==> src/rtl/dram_arbiter_if.sv <==
// Request/grant/read-valid bundle between the two requesters, the arbiter and the data RAM.
// slave = arbiter side; master = requesters plus the RAM read port.
interface dram_arbiter_if #(
  parameter int AW = 8,
  parameter int DW = 32
);
  logic          cpu_req;
  logic          cpu_we;
  logic [AW-1:0] cpu_addr;
  logic [DW-1:0] cpu_wdata;
  logic          cpu_gnt;
  logic          cpu_rvalid;
  logic          cpu_stall;

  logic          ext_req;
  logic          ext_we;
  logic [AW-1:0] ext_addr;
  logic [DW-1:0] ext_wdata;
  logic          ext_lock;
  logic          ext_gnt;
  logic          ext_rvalid;

  logic [DW-1:0] rdata;

  logic          ram_en;
  logic          ram_we;
  logic [AW-1:0] ram_addr;
  logic [DW-1:0] ram_din;
  logic [DW-1:0] ram_dout;

  modport slave (
    input  cpu_req, cpu_we, cpu_addr, cpu_wdata,
    input  ext_req, ext_we, ext_addr, ext_wdata, ext_lock,
    input  ram_dout,
    output cpu_gnt, cpu_rvalid, cpu_stall,
    output ext_gnt, ext_rvalid,
    output rdata,
    output ram_en, ram_we, ram_addr, ram_din
  );

  modport master (
    output cpu_req, cpu_we, cpu_addr, cpu_wdata,
    output ext_req, ext_we, ext_addr, ext_wdata, ext_lock,
    output ram_dout,
    input  cpu_gnt, cpu_rvalid, cpu_stall,
    input  ext_gnt, ext_rvalid,
    input  rdata,
    input  ram_en, ram_we, ram_addr, ram_din
  );
endinterface

==> src/rtl/dram_arbiter.sv <==
// Two-requester arbiter/sequencer for the single-port data RAM (CPU vs. external loader/debug).
// Define DRAM_ARB_RR_EN for round-robin on contention; otherwise the CPU wins every contention.
module dram_arbiter #(
  parameter int AW = 8,
  parameter int DW = 32
) (
  input logic           clk,
  input logic           reset,
  dram_arbiter_if.slave bus
);

  typedef enum logic [1:0] {IDLE, GNT_CPU, GNT_EXT, RD_WAIT} state_t;

  typedef struct packed {
    logic          we;
    logic [AW-1:0] addr;
    logic [DW-1:0] wdata;
  } req_t;

  state_t state, state_n;
  logic   owner, owner_n;     // 1 = external side owns the current access
  logic   pend, pend_n;
  logic   lock_hold, lock_n;
  logic   cpu_ok, contend, sel_ext;
  logic   in_gnt, rd_done;
  req_t   cur;

`ifdef DRAM_ARB_RR_EN
  logic   prio, prio_n;       // 1 = external side preferred on next contention
`endif

  // A held lock shuts the CPU out of arbitration entirely.
  assign cpu_ok  = bus.cpu_req & ~lock_hold;
  assign contend = cpu_ok & bus.ext_req;

`ifdef DRAM_ARB_RR_EN
  assign sel_ext = contend ? prio : (bus.ext_req & ~cpu_ok);
`else
  assign sel_ext = bus.ext_req & ~cpu_ok;
`endif

  always_ff @(posedge clk or negedge reset) begin
    if (!reset) begin
      state     <= IDLE;
      owner     <= 1'b0;
      pend      <= 1'b0;
      lock_hold <= 1'b0;
`ifdef DRAM_ARB_RR_EN
      prio      <= 1'b0;
`endif
    end else begin
      state     <= state_n;
      owner     <= owner_n;
      pend      <= pend_n;
      lock_hold <= lock_n;
`ifdef DRAM_ARB_RR_EN
      prio      <= prio_n;
`endif
    end
  end

  always_comb begin
    state_n = state;
    owner_n = owner;
    pend_n  = pend;
    lock_n  = lock_hold;
`ifdef DRAM_ARB_RR_EN
    prio_n  = prio;
`endif
    case (state)
      IDLE: begin
        if (!bus.ext_lock) lock_n = 1'b0;
        if (cpu_ok || bus.ext_req) begin
          owner_n = sel_ext;
          state_n = sel_ext ? GNT_EXT : GNT_CPU;
`ifdef DRAM_ARB_RR_EN
          if (contend) prio_n = ~prio;
`endif
        end
      end
      GNT_CPU: begin
        pend_n  = ~bus.cpu_we;
        state_n = bus.cpu_we ? IDLE : RD_WAIT;
      end
      GNT_EXT: begin
        pend_n  = ~bus.ext_we;
        lock_n  = bus.ext_lock;
        state_n = bus.ext_we ? IDLE : RD_WAIT;
      end
      RD_WAIT: begin
        pend_n  = 1'b0;
        state_n = IDLE;
      end
      default: state_n = IDLE;
    endcase
  end

  // RAM port is driven only during a grant cycle, straight from the owner's held inputs.
  assign in_gnt = (state == GNT_CPU) || (state == GNT_EXT);
  assign cur    = (state == GNT_EXT) ? {bus.ext_we, bus.ext_addr, bus.ext_wdata}
                                     : {bus.cpu_we, bus.cpu_addr, bus.cpu_wdata};

  assign bus.ram_en   = in_gnt;
  assign bus.ram_we   = in_gnt & cur.we;
  assign bus.ram_addr = in_gnt ? cur.addr  : '0;
  assign bus.ram_din  = in_gnt ? cur.wdata : '0;

  assign bus.cpu_gnt  = (state == GNT_CPU);
  assign bus.ext_gnt  = (state == GNT_EXT);

  assign rd_done        = (state == RD_WAIT) & pend;
  assign bus.cpu_rvalid = rd_done & ~owner;
  assign bus.ext_rvalid = rd_done & owner;
  assign bus.rdata      = (state == RD_WAIT) ? bus.ram_dout : '0;

  assign bus.cpu_stall  = bus.cpu_req & ~(bus.cpu_gnt & bus.cpu_we) & ~bus.cpu_rvalid;

endmodule

==> src/flat_wrapper.sv <==
// flat-port wrapper written by rule: the top's interface ports become plain ports
module dram_arbiter_flat 
#(
  parameter int AW = 8,
  parameter int DW = 32
)
  (clk, reset, bus_cpu_req, bus_cpu_we, bus_cpu_addr, bus_cpu_wdata, bus_ext_req, bus_ext_we, bus_ext_addr, bus_ext_wdata, bus_ext_lock, bus_ram_dout, bus_cpu_gnt, bus_cpu_rvalid, bus_cpu_stall, bus_ext_gnt, bus_ext_rvalid, bus_rdata, bus_ram_en, bus_ram_we, bus_ram_addr, bus_ram_din);
  dram_arbiter_if #(.AW(AW), .DW(DW)) bus_i ();
  input logic clk;
  input logic reset;
  input wire logic [$bits(bus_i.cpu_req)-1:0] bus_cpu_req;
  input wire logic [$bits(bus_i.cpu_we)-1:0] bus_cpu_we;
  input wire logic [$bits(bus_i.cpu_addr)-1:0] bus_cpu_addr;
  input wire logic [$bits(bus_i.cpu_wdata)-1:0] bus_cpu_wdata;
  input wire logic [$bits(bus_i.ext_req)-1:0] bus_ext_req;
  input wire logic [$bits(bus_i.ext_we)-1:0] bus_ext_we;
  input wire logic [$bits(bus_i.ext_addr)-1:0] bus_ext_addr;
  input wire logic [$bits(bus_i.ext_wdata)-1:0] bus_ext_wdata;
  input wire logic [$bits(bus_i.ext_lock)-1:0] bus_ext_lock;
  input wire logic [$bits(bus_i.ram_dout)-1:0] bus_ram_dout;
  output wire logic [$bits(bus_i.cpu_gnt)-1:0] bus_cpu_gnt;
  output wire logic [$bits(bus_i.cpu_rvalid)-1:0] bus_cpu_rvalid;
  output wire logic [$bits(bus_i.cpu_stall)-1:0] bus_cpu_stall;
  output wire logic [$bits(bus_i.ext_gnt)-1:0] bus_ext_gnt;
  output wire logic [$bits(bus_i.ext_rvalid)-1:0] bus_ext_rvalid;
  output wire logic [$bits(bus_i.rdata)-1:0] bus_rdata;
  output wire logic [$bits(bus_i.ram_en)-1:0] bus_ram_en;
  output wire logic [$bits(bus_i.ram_we)-1:0] bus_ram_we;
  output wire logic [$bits(bus_i.ram_addr)-1:0] bus_ram_addr;
  output wire logic [$bits(bus_i.ram_din)-1:0] bus_ram_din;
  assign bus_i.cpu_req = bus_cpu_req;
  assign bus_i.cpu_we = bus_cpu_we;
  assign bus_i.cpu_addr = bus_cpu_addr;
  assign bus_i.cpu_wdata = bus_cpu_wdata;
  assign bus_i.ext_req = bus_ext_req;
  assign bus_i.ext_we = bus_ext_we;
  assign bus_i.ext_addr = bus_ext_addr;
  assign bus_i.ext_wdata = bus_ext_wdata;
  assign bus_i.ext_lock = bus_ext_lock;
  assign bus_i.ram_dout = bus_ram_dout;
  assign bus_cpu_gnt = bus_i.cpu_gnt;
  assign bus_cpu_rvalid = bus_i.cpu_rvalid;
  assign bus_cpu_stall = bus_i.cpu_stall;
  assign bus_ext_gnt = bus_i.ext_gnt;
  assign bus_ext_rvalid = bus_i.ext_rvalid;
  assign bus_rdata = bus_i.rdata;
  assign bus_ram_en = bus_i.ram_en;
  assign bus_ram_we = bus_i.ram_we;
  assign bus_ram_addr = bus_i.ram_addr;
  assign bus_ram_din = bus_i.ram_din;
  dram_arbiter #(.AW(AW), .DW(DW)) u_core (.clk(clk), .reset(reset), .bus(bus_i));
endmodule
==> config.mk <==
export PLATFORM = sky130hd
export DESIGN_NAME = dram_arbiter_flat
export DESIGN_NICKNAME = d
export VERILOG_FILES = /design/src/rtl/dram_arbiter_if.sv /design/src/rtl/dram_arbiter.sv /design/src/flat_wrapper.sv
export SDC_FILE = /design/constraint.sdc
export NUM_CORES = 1
export LEC_CHECK = 0
export ABC_AREA = 1
export BUFFER_PORTS_ARGS = -buffer_cell sky130_fd_sc_hd__clkbuf_2
export CAP_MARGIN = 10
export CORE_AREA = 2 2 77 79
export CTS_CLUSTER_DIAMETER = 50
export DETAILED_ROUTE_END_ITERATION = 12
export DIE_AREA = 0 0 79 81
export PLACE_DENSITY = 0.66
export SLEW_MARGIN = 0
export SYNTH_ARGS = -nofsm -noshare
export SYNTH_HDL_FRONTEND = slang
export SYNTH_SLANG_ARGS = --single-unit
==> constraint.sdc <==
create_clock -name clk -period 2.68 [get_ports clk]
set_input_delay 0.134 -clock clk [delete_from_list [all_inputs] [get_ports clk]]
set_output_delay 0.134 -clock clk [all_outputs]
set_load 0.1 [all_outputs]
==> results of run 1 <==
## through the flow
| stage | std cells | utilization |
|---|---|---|
| after floorplan | 257 | - |
| after global placement | 518 | 0.549 |
| after detailed placement | 518 | 0.549 |
| after CTS | 523 | 0.559 |
| after global routing | 523 | 0.559 |
| final | 523 | 0.559 |
## cell families after synthesis
family | Yosys count
AO/OA/AOI/OAI | 42
AND/OR/NAND/NOR | 143
adder cells (fa/ha/maj) | 6
flip-flops | 5
buffers and inverters | 61
## worst max-delay path, delay by kind of cell (launching register included)
kind	cells	cell delay (ns)
buffers and inverters	3	0.61
AO/OA/AOI/OAI	1	0.22
flip-flops	1	0.41
adder cells (fa/ha/maj)	1	0.45
AND/OR/NAND/NOR	1	0.15
## worst max-delay path by stage
stage	start	endpoint	slack [ns]	cells after the start
5_1_grt	u_core.state[0]	bus_ram_din[13]	0.27	7
3_5_place_dp	u_core.state[0]	bus_ram_din[13]	0.68	7
3_3_place_gp	u_core.state[0]	bus_ram_din[12]	0.72	6
6_report	u_core.state[0]	bus_ram_din[0]	0.45	6
2_1_floorplan	u_core.state[0]	bus_ram_din[29]	-0.06	5
4_1_cts	u_core.state[0]	bus_ram_din[13]	0.44	7
## metal layers
metal	part of all wire	vias to the layer above
met5	0	-
li1	-	1145
met2	0.54	104
met1	0.37	995
met3	0.077	8
met4	0.016	0
## area by class of cell
| class | instances | area, µm² |
|---|---|---|
| fillers | 545 | 2500 |
| repair buffers | 203 | 1610 |
| multi-input cells | 191 | 1130 |
| inverters | 45 | 169 |
| flip-flops and latches | 5 | 125 |
| well taps | 75 | 93.8 |
| clock buffers | 4 | 45.0 |
## layout by cell type, fill, tap and decap left out
master / count
inv_2: 1
buf_4: 6
clkbuf_1: 1
nor2_4: 38
inv_1: 44
clkbuf_8: 3
nand2_1: 53
o21ai_0: 41
o211a_1: 1
dfrtp_1: 5
nor2_1: 43
buf_12: 38
nand3_1: 5
ha_2: 1
dlygate4sd3_1: 1
nand4_1: 1
clkbuf_2: 158
ha_1: 5
nor2_2: 3
## sequential cells by signal (all words and copies together) (netlist names)
register          flops
u_core.state          2
u_core.pend           1
u_core.lock_hold      1
u_core.owner          1
==> flow_metrics.py, run 1 <==
metrics = {
    "outcome": {
        "status": "complete, no violations",
    },
    "worst_hold_path": {
        "min_to": "u_core.lock_hold",
        "worstHoldStart": "bus_ext_lock",
        "hold_depth": 3,
        "hold_path_class": "primary input to register",
    },
    "critical_path": {
        "end_kind": "output pin",
        "ff2ff_setup_slack_ns": 1.08,
        "critical-path-max-stage-delay_ns": 0.45,
        "crit_fanout": 33,
        "crit_path_top_delay_cell": "ha_1",
        "worstSetupStartpointType": "register",
        "cp.arrival_ns": 2.10,
        "critical_path_class": "register to output pin",
        "crit_required_ns": 2.55,
        "timing.rr.start": "u_core.state[0]",
        "timing.rr.end": "u_core.pend",
        "worst_r2r_path_depth": 7,
        "crit_chain": "inv_1, ha_1, buf_4, o21ai_0, nor2_4, buf_12",
    },
    "timing": {
        "slew_headroom": 0.635,
        "min_period_ns": 2.23,
        "fmax_mhz": 449,
        "timing.hold.ws_ns": 0.175,
        "clock-skew-final_ns": 0.00185,
        "finalSetupViolCount": 0,
        "rsz0062_at_grt": "false",
        "worst_slack_ns": 0.451,
        "fin_setup_tns_ns": 0,
        "fin_crit_sh": 0.832,
        "tightest_slew_ns": 0.550,
        "slew_violations": 0,
        "hold_viol": 0,
    },
    "die": {
        "fp.dieW_um": 79,
        "start_util": 0.217,
        "pin_count": 198,
        "die_area_um2": 6400,
        "dieHeight_um": 81,
        "coreArea_um2": 5680,
        "rows": 28,
    },
    "placement": {
        "portBuffers": 197,
        "dpl_cell_area_um2": 3120,
        "dpl.hpwl_um": 4970,
        "post-place-ws_ns": 0.675,
        "routabilityCongestion": 0.856,
    },
    "synthesis": {
        "synthAdderAreaFrac": 0.0609,
        "synth_ff_type": "dfrtp_1",
        "ys_types": 16,
        "synth_fp_nets": 382,
        "yosysWarningCount": 0,
        "ys_seq_area_frac": 0.102,
        "yosysTopAreaCell": "nor2_1",
        "synthTopCellsByCount": "nor2_1 (84), nand2_1 (53), inv_1 (44)",
        "yosys_register_bits": 5,
        "synthDominantCellAreaShare": 0.256,
        "synth-edff-count": 0,
        "synthSimpleGateAreaFrac": 0.443,
        "synth_xor_xnor_area_share": 0,
        "async_flop_share": 1.00,
        "synth_cells": 257,
        "synth_compound_area_frac": 0.175,
        "synth_top_family_by_area": "simple AND/OR/NAND/NOR gates",
        "synth.most_common_cell": "nor2_1",
        "synth_area_per_cell_um2": 4.80,
        "syn-cell-area_um2": 1230,
        "synth_area_leaders": "nor2_1 (26%), o21ai_0 (17%), nand2_1 (16%)",
        "synthMuxAreaShare": 0,
    },
    "layout": {
        "finalInstanceArea_um2": 3170,
        "drive_gt1_frac": 0.554,
        "area_growth_pct": 157,
        "antennaDiodeCount": 0,
        "nNetsFinal": 574,
    },
    "route": {
        "drc": 0,
        "wl_per_cell_um": 11.0,
        "ant_nets": 0,
        "drt_iter0_markers": 55,
        "routed_via_density": 4.31,
        "vias": 2252,
        "drt-total-wl_um": 5770,
        "drtPass1Iterations": 4,
    },
    "grt": {
        "overflow": 0,
        "antenna_found_initial": 0,
        "grt_pass1_vias": 2025,
        "grt_util_all_layers": 0.166,
        "grtUsageMet1": 0.174,
        "met2_usage": 0.337,
        "top_usage_layer": "met2",
        "use_met3": 0.0311,
        "grt_pass1_wl_um": 8820,
        "grt_max_degree": 34,
    },
    "clock_tree": {
        "h-tree-depth": 1,
        "hold_buffers": 1,
        "cts_tree": "done",
        "clk_pin_slew_ns": 0.03,
        "cts_buffers": 3,
        "cts_sinks": 5,
        "postCtsSetupBuffers": 0,
        "cts_resized": 0,
        "clock_path_buffers": 2,
        "clk_latency_ns": 0.22,
        "clk_root_buffer_cell": "clkbuf_8",
    },
    "job": {
        "maxCapViolations": 0,
    },
}
Power of run 1 is not shown: default switching activity piles up to over one toggle a cycle in this logic, so the estimate is an artifact.
==> run 2: changes to the inputs <==
--- a/config.mk
+++ b/config.mk
@@ -5,13 +5,13 @@
 export SDC_FILE = /design/constraint.sdc
 export NUM_CORES = 1
 export LEC_CHECK = 0
-export ABC_AREA = 1
+export ABC_AREA = 0
 export BUFFER_PORTS_ARGS = -buffer_cell sky130_fd_sc_hd__clkbuf_2
 export CAP_MARGIN = 10
-export CORE_AREA = 2 2 77 79
+export CORE_AREA = 2 2 78 80
 export CTS_CLUSTER_DIAMETER = 50
 export DETAILED_ROUTE_END_ITERATION = 12
-export DIE_AREA = 0 0 79 81
+export DIE_AREA = 0 0 80 82
 export PLACE_DENSITY = 0.66
 export SLEW_MARGIN = 0
 export SYNTH_ARGS = -nofsm -noshare
==> constraint.sdc (replaced) <==
create_clock -name clk -period 2.2 [get_ports clk]
set_input_delay 0.11 -clock clk [delete_from_list [all_inputs] [get_ports clk]]
set_output_delay 0.11 -clock clk [all_outputs]
set_load 0.1 [all_outputs]
==> run 2 against run 1 <==
  * Via count fell by 14%
  * Clock skew barely moved
  * First-iteration DRC count shrank 49%
  * Routed wire length grew 12%
  * Register-to-register slack worse by 0.36 ns
  * Sequential cell count unchanged
  * Final area increased by 22%
  * Critical endpoint is now bus_ram_din[26]
==> flow_metrics.py, run 2 <==
metrics = {
    "worst_hold_path": {
        "hold_path_class": "primary input to register",
    },
    "die": {
        "coreArea_um2": 5750,
        "die_area_um2": 6560,
        "rows": 28,
        "start_util": 0.226,
        "pin_count": 198,
        "dieHeight_um": 82,
        "fp.dieW_um": 80,
    },
    "synthesis": {
        "ys_types": 20,
        "yosys_register_bits": 5,
        "synth_cells": 164,
        "synthSimpleGateAreaFrac": 0.405,
        "synthDominantCellAreaShare": 0.316,
        "synth_top_family_by_area": "simple AND/OR/NAND/NOR gates",
        "synth_ff_type": "dfrtp_1",
        "yosysTopAreaCell": "mux2i_1",
        "syn-cell-area_um2": 1300,
        "synth_xor_xnor_area_share": 0,
        "synthMuxAreaShare": 0.316,
        "synthAdderAreaFrac": 0.0578,
        "async_flop_share": 1.00,
        "synth_compound_area_frac": 0.0462,
        "synth-edff-count": 0,
        "synth.most_common_cell": "nor2b_1",
        "synth_fp_nets": 289,
        "synth_area_per_cell_um2": 7.92,
        "yosysWarningCount": 0,
        "ys_seq_area_frac": 0.0963,
        "synth_area_leaders": "mux2i_1 (32%), nor2b_1 (21%), and2_1 (15%)",
        "synthTopCellsByCount": "nor2b_1 (43), mux2i_1 (41), and2_1 (32)",
    },
    "critical_path": {
        "cp.arrival_ns": 1.89,
        "critical_path_class": "register to output pin",
        "ff2ff_setup_slack_ns": 0.72,
        "crit_path_top_delay_cell": "dfrtp_1",
        "crit_chain": "inv_1, ha_2, buf_4, mux2i_1, nor2b_4, buf_12",
        "end_kind": "output pin",
        "crit_fanout": 18,
        "crit_required_ns": 2.09,
        "critical-path-max-stage-delay_ns": 0.41,
        "worstSetupStartpointType": "register",
    },
    "grt": {
        "grt_pass1_vias": 1998,
        "overflow": 0,
        "grt_pass1_wl_um": 9560,
        "antenna_found_initial": 0,
        "grt_util_all_layers": 0.187,
        "grt_max_degree": 36,
    },
    "outcome": {
        "status": "complete, no violations",
    },
    "route": {
        "wl_per_cell_um": 15.0,
        "ant_nets": 0,
        "drc": 0,
        "drt-total-wl_um": 6490,
        "routed_via_density": 4.45,
        "drt_iter0_markers": 28,
        "vias": 1926,
        "drtPass1Iterations": 4,
    },
    "timing": {
        "fmax_mhz": 501,
        "fin_crit_sh": 0.907,
        "tightest_slew_ns": 0.562,
        "hold_viol": 0,
        "finalSetupViolCount": 0,
        "clock-skew-final_ns": 0.00216,
        "slew_violations": 0,
        "worst_slack_ns": 0.204,
        "slew_headroom": 0.627,
        "min_period_ns": 2.00,
        "rsz0062_at_grt": "false",
    },
    "clock_tree": {
        "clock_path_buffers": 2,
        "clk_latency_ns": 0.23,
        "clk_pin_slew_ns": 0.04,
        "clk_root_buffer_cell": "clkbuf_8",
        "cts_resized": 0,
        "cts_sinks": 5,
        "cts_buffers": 3,
        "cts_tree": "done",
        "h-tree-depth": 1,
    },
    "placement": {
        "post-place-ws_ns": 0.407,
        "dp.cells": 428,
        "routabilityCongestion": 0.745,
        "dpl.hpwl_um": 5700,
        "portBuffers": 197,
    },
    "layout": {
        "final_common_cell": "clkbuf_2",
        "antennaDiodeCount": 0,
        "drive_gt1_frac": 0.701,
        "stdcell_count": 433,
        "regMostFlops": "u_core.state",
        "area_growth_pct": 198,
        "nNetsFinal": 484,
        "final_cell_mix": "clkbuf_2 (120), buf_12 (78), mux2i_1 (41), nor2b_4 (41), and2_1 (32)",
        "largest_reg_flops": 2,
        "fill_cells": 413,
    },
    "job": {
        "maxCapViolations": 0,
    },
}
==> run 2: worst paths after layout <==
check                                start               end  cells past startpoint
max in group asynchronous            reset  u_core.lock_hold                      2
min in group asynchronous            reset       u_core.pend                      2
min reg2reg                    u_core.pend       u_core.pend                      2
min                            bus_cpu_req      u_core.owner                      2
max                        u_core.state[0]   bus_ram_din[26]                      6
max reg2reg                u_core.state[0]  u_core.lock_hold                      6
==> run 2: worst max-delay path: cells and delay by family, from the launching register on <==
family                     cells  cell delay [ns]
adders and majority gates      1             0.22
buffers and inverters          3             0.60
DFF                            1             0.41
muxes                          1             0.34
and+or+nand+nor                1             0.08
==> run 2: cells by family (layout without fill, tap and decap cells) <==
| group | after synthesis | count (layout) |
|---|---|---|
| buffers and inverters | 17 | 211 |
| and+or+nand+nor | 84 | 84 |
| adders and majority gates | 6 | 6 |
| AOI/OAI and AO/OA | 11 | 11 |
| muxes | 41 | 41 |
| DFF | 5 | 5 |
==> run 2: repair_timing <==
action,4_1_cts,5_1_grt
hold endpoints to repair,5,0
hold buffers,1,0
setup buffers,0,0
==> run 2: cell type report <==
class                           instances  area, µm²  share of cell area
Timing Repair Buffer                  203       2200               0.569
Clock buffer                            4       45.0              0.0116
Tap cell                               75       93.8              0.0242
Inverter                                4       15.0             0.00388
Multi-Input combinational cell        142       1390               0.359
Sequential cell                         5        125              0.0323
==> run 2: stage by stage <==
stage	utilization	hold slack, ns	setup TNS [ns]	area, µm²
after detailed placement	0.664	-0.0607	0	3820
final	0.674	0.103	0	3870
after CTS	0.674	0.0978	0	3870
after floorplan	-	-0.186	-0.195	1620
after global routing	0.674	0.101	0	3870
after global placement	0.664	-0.0665	0	3820
==> run 2: layer usage <==
metal / share of wire / GRT usage / up-vias
li1: - / - / 929
met1: 0.32 / 0.173 / 862
met2: 0.55 / 0.394 / 129
met3: 0.12 / 0.0626 / 6
met4: 0.0085 / 0.0322 / 0
met5: 0 / 0 / -
Power of run 2 is left out for the same reason.
==> run 3: changes to the inputs <==
==> constraint.sdc (replaced) <==
create_clock -name clk -period 2.2 [get_ports clk]
set_input_delay 0.33 -clock clk [delete_from_list [all_inputs] [get_ports clk]]
set_output_delay 0.33 -clock clk [all_outputs]
set_load 0.1 [all_outputs]
==> run 3 against run 2 <==
  * Count of clock-buffer cells in the layout stayed put
  * Sequential share of layout area is 0.10 points lower
  * Worst setup slack worse by 0.12 ns
  * Critical path depth stayed put
  * Final area is 3.3% higher
  * Hold slack better by 0.23 ns
  * Register-to-register slack worse by 0.02 ns
==> flow_metrics.py, run 3 (same netlist as run 2, synthesis figures left out) <==
metrics = {
    "outcome": {
        "status": "complete, no violations",
    },
    "timing": {
        "slew_headroom": 0.629,
        "rsz0062_at_grt": "true",
        "min_period_ns": 2.11,
        "clock-skew-final_ns": 0.00199,
        "hold_viol": 0,
        "fin_crit_sh": 0.961,
        "tightest_slew_ns": 0.559,
        "fmax_mhz": 473,
        "finalSetupViolCount": 0,
        "slew_violations": 0,
    },
    "placement": {
        "routabilityCongestion": 0.741,
        "dpl.hpwl_um": 5410,
        "dp.cells": 428,
        "portBuffers": 197,
    },
    "clock_tree": {
        "cts_buffers": 3,
        "cts_tree": "done",
        "clock_path_buffers": 2,
        "clk_root_buffer_cell": "clkbuf_8",
        "clk_latency_ns": 0.22,
        "cts_sinks": 5,
        "clk_pin_slew_ns": 0.03,
        "h-tree-depth": 1,
    },
    "layout": {
        "final_common_cell": "clkbuf_2",
        "final_cell_mix": "clkbuf_2 (119), buf_12 (80), nor2b_4 (41)",
        "antennaDiodeCount": 0,
        "stdcell_count": 437,
        "fill_cells": 426,
        "drive_gt1_frac": 0.729,
        "area_growth_pct": 208,
        "largest_reg_flops": 2,
        "nNetsFinal": 488,
        "regMostFlops": "u_core.state",
    },
    "critical_path": {
        "critical_path_class": "register to output pin",
        "crit_chain": "inv_2, ha_4, buf_12, mux2i_1, nor2b_4, buf_12",
        "worstSetupStartpointType": "register",
        "ff2ff_setup_slack_ns": 0.70,
        "worst_r2r_path_depth": 5,
        "crit_path_top_delay_cell": "dfrtp_1",
        "crit_fanout": 20,
        "timing.rr.end": "u_core.pend",
        "critical-path-max-stage-delay_ns": 0.42,
        "crit_required_ns": 1.87,
        "timing.rr.start": "u_core.state[1]",
        "cp.arrival_ns": 1.78,
        "end_kind": "output pin",
        "crit_top_cell": "buf_12",
    },
    "grt": {
        "grt_max_degree": 43,
        "antenna_found_initial": 0,
        "overflow": 0,
        "grt_util_all_layers": 0.175,
        "grt_pass1_wl_um": 9120,
        "grt_pass1_vias": 2029,
    },
    "route": {
        "ant_nets": 0,
        "drc": 0,
        "drtPass1Iterations": 3,
        "vias": 1940,
        "wl_per_cell_um": 14.3,
        "drt-total-wl_um": 6230,
        "routed_via_density": 4.44,
        "drt_iter0_markers": 27,
    },
    "die": {
        "dieHeight_um": 82,
        "die_area_um2": 6560,
        "fp.dieW_um": 80,
        "start_util": 0.226,
        "rows": 28,
        "pin_count": 198,
        "coreArea_um2": 5750,
    },
    "worst_hold_path": {
        "worstHoldStart": "bus_cpu_req",
        "min_to": "u_core.owner",
        "hold_path_class": "primary input to register",
        "hold_depth": 2,
    },
    "job": {
        "maxCapViolations": 0,
    },
}
==> run 3: changes by cell type in the layout (fill, tap and decap cells not counted), sizes merged <==
cell,previous run,this run
buf,82,87
clkbuf,124,123
==> run 3: worst max path at each step <==
stage | startpoint | end | slack, ns
2_1_floorplan | u_core.state[1] | bus_ram_addr[0] | -0.04
3_3_place_gp | u_core.state[0] | bus_ram_din[9] | 0.24
3_5_place_dp | u_core.state[0] | bus_ram_din[9] | 0.19
4_1_cts | u_core.state[1] | bus_ram_din[13] | 0.02
5_1_grt | u_core.state[0] | bus_ram_din[19] | -0.004
6_report | u_core.state[0] | bus_ram_din[20] | 0.09
==> run 3: metal layers <==
layer	track usage	up-vias	share of wire	routed length, µm
met5	0	-	0	0
met2	0.366	133	0.56	3510
met1	0.150	861	0.29	1830
met3	0.0681	12	0.12	766
met4	0.0492	0	0.020	127
li1	-	934	-	-
==> run 3: critical path: cells and delay by family (launching register included) <==
| kind | cells | cell delay (ns) |
|---|---|---|
| buffers and inverters | 3 | 0.52 |
| AND/OR/NAND/NOR | 1 | 0.07 |
| multiplexers | 1 | 0.31 |
| adder cells (fa/ha/maj) | 1 | 0.24 |
| flip-flops | 1 | 0.42 |
==> run 3: what timing repair did <==
item                                    in CTS  in global routing
gates resized for setup                      6                  3
buffers inserted                             0                  4
hold buffers                                 1                  0
cloned                                       0                  0
endpoints found under the setup margin       5                 41
pin swaps                                    0                  1
hold endpoints to repair                     5                  0
==> run 3: final cells by class <==
type / count / area [µm²] / share of cell area
clock buffers: 4 / 45.0 / 0.0113
inverters: 4 / 15.0 / 0.00375
multi-input cells: 142 / 1450 / 0.363
flip-flops and latches: 5 / 125 / 0.0313
well taps: 75 / 93.8 / 0.0235
repair buffers: 207 / 2270 / 0.567
==> run 3: per-stage QoR <==
step                      utilization  setup WS (ns)  hold slack (ns)   TNS, ns  instance area (µm²)
final                           0.696         0.0852            0.336         0                 4000
after global routing            0.696       -0.00416            0.362  -0.00416                 4000
after CTS                       0.688         0.0172            0.332         0                 3950
after detailed placement        0.675          0.193            0.154         0                 3880
after global placement          0.675          0.238            0.151         0                 3880
after floorplan                     -        -0.0425           0.0344     -1.70                 1650
Power of run 3 is left out for the same reason.
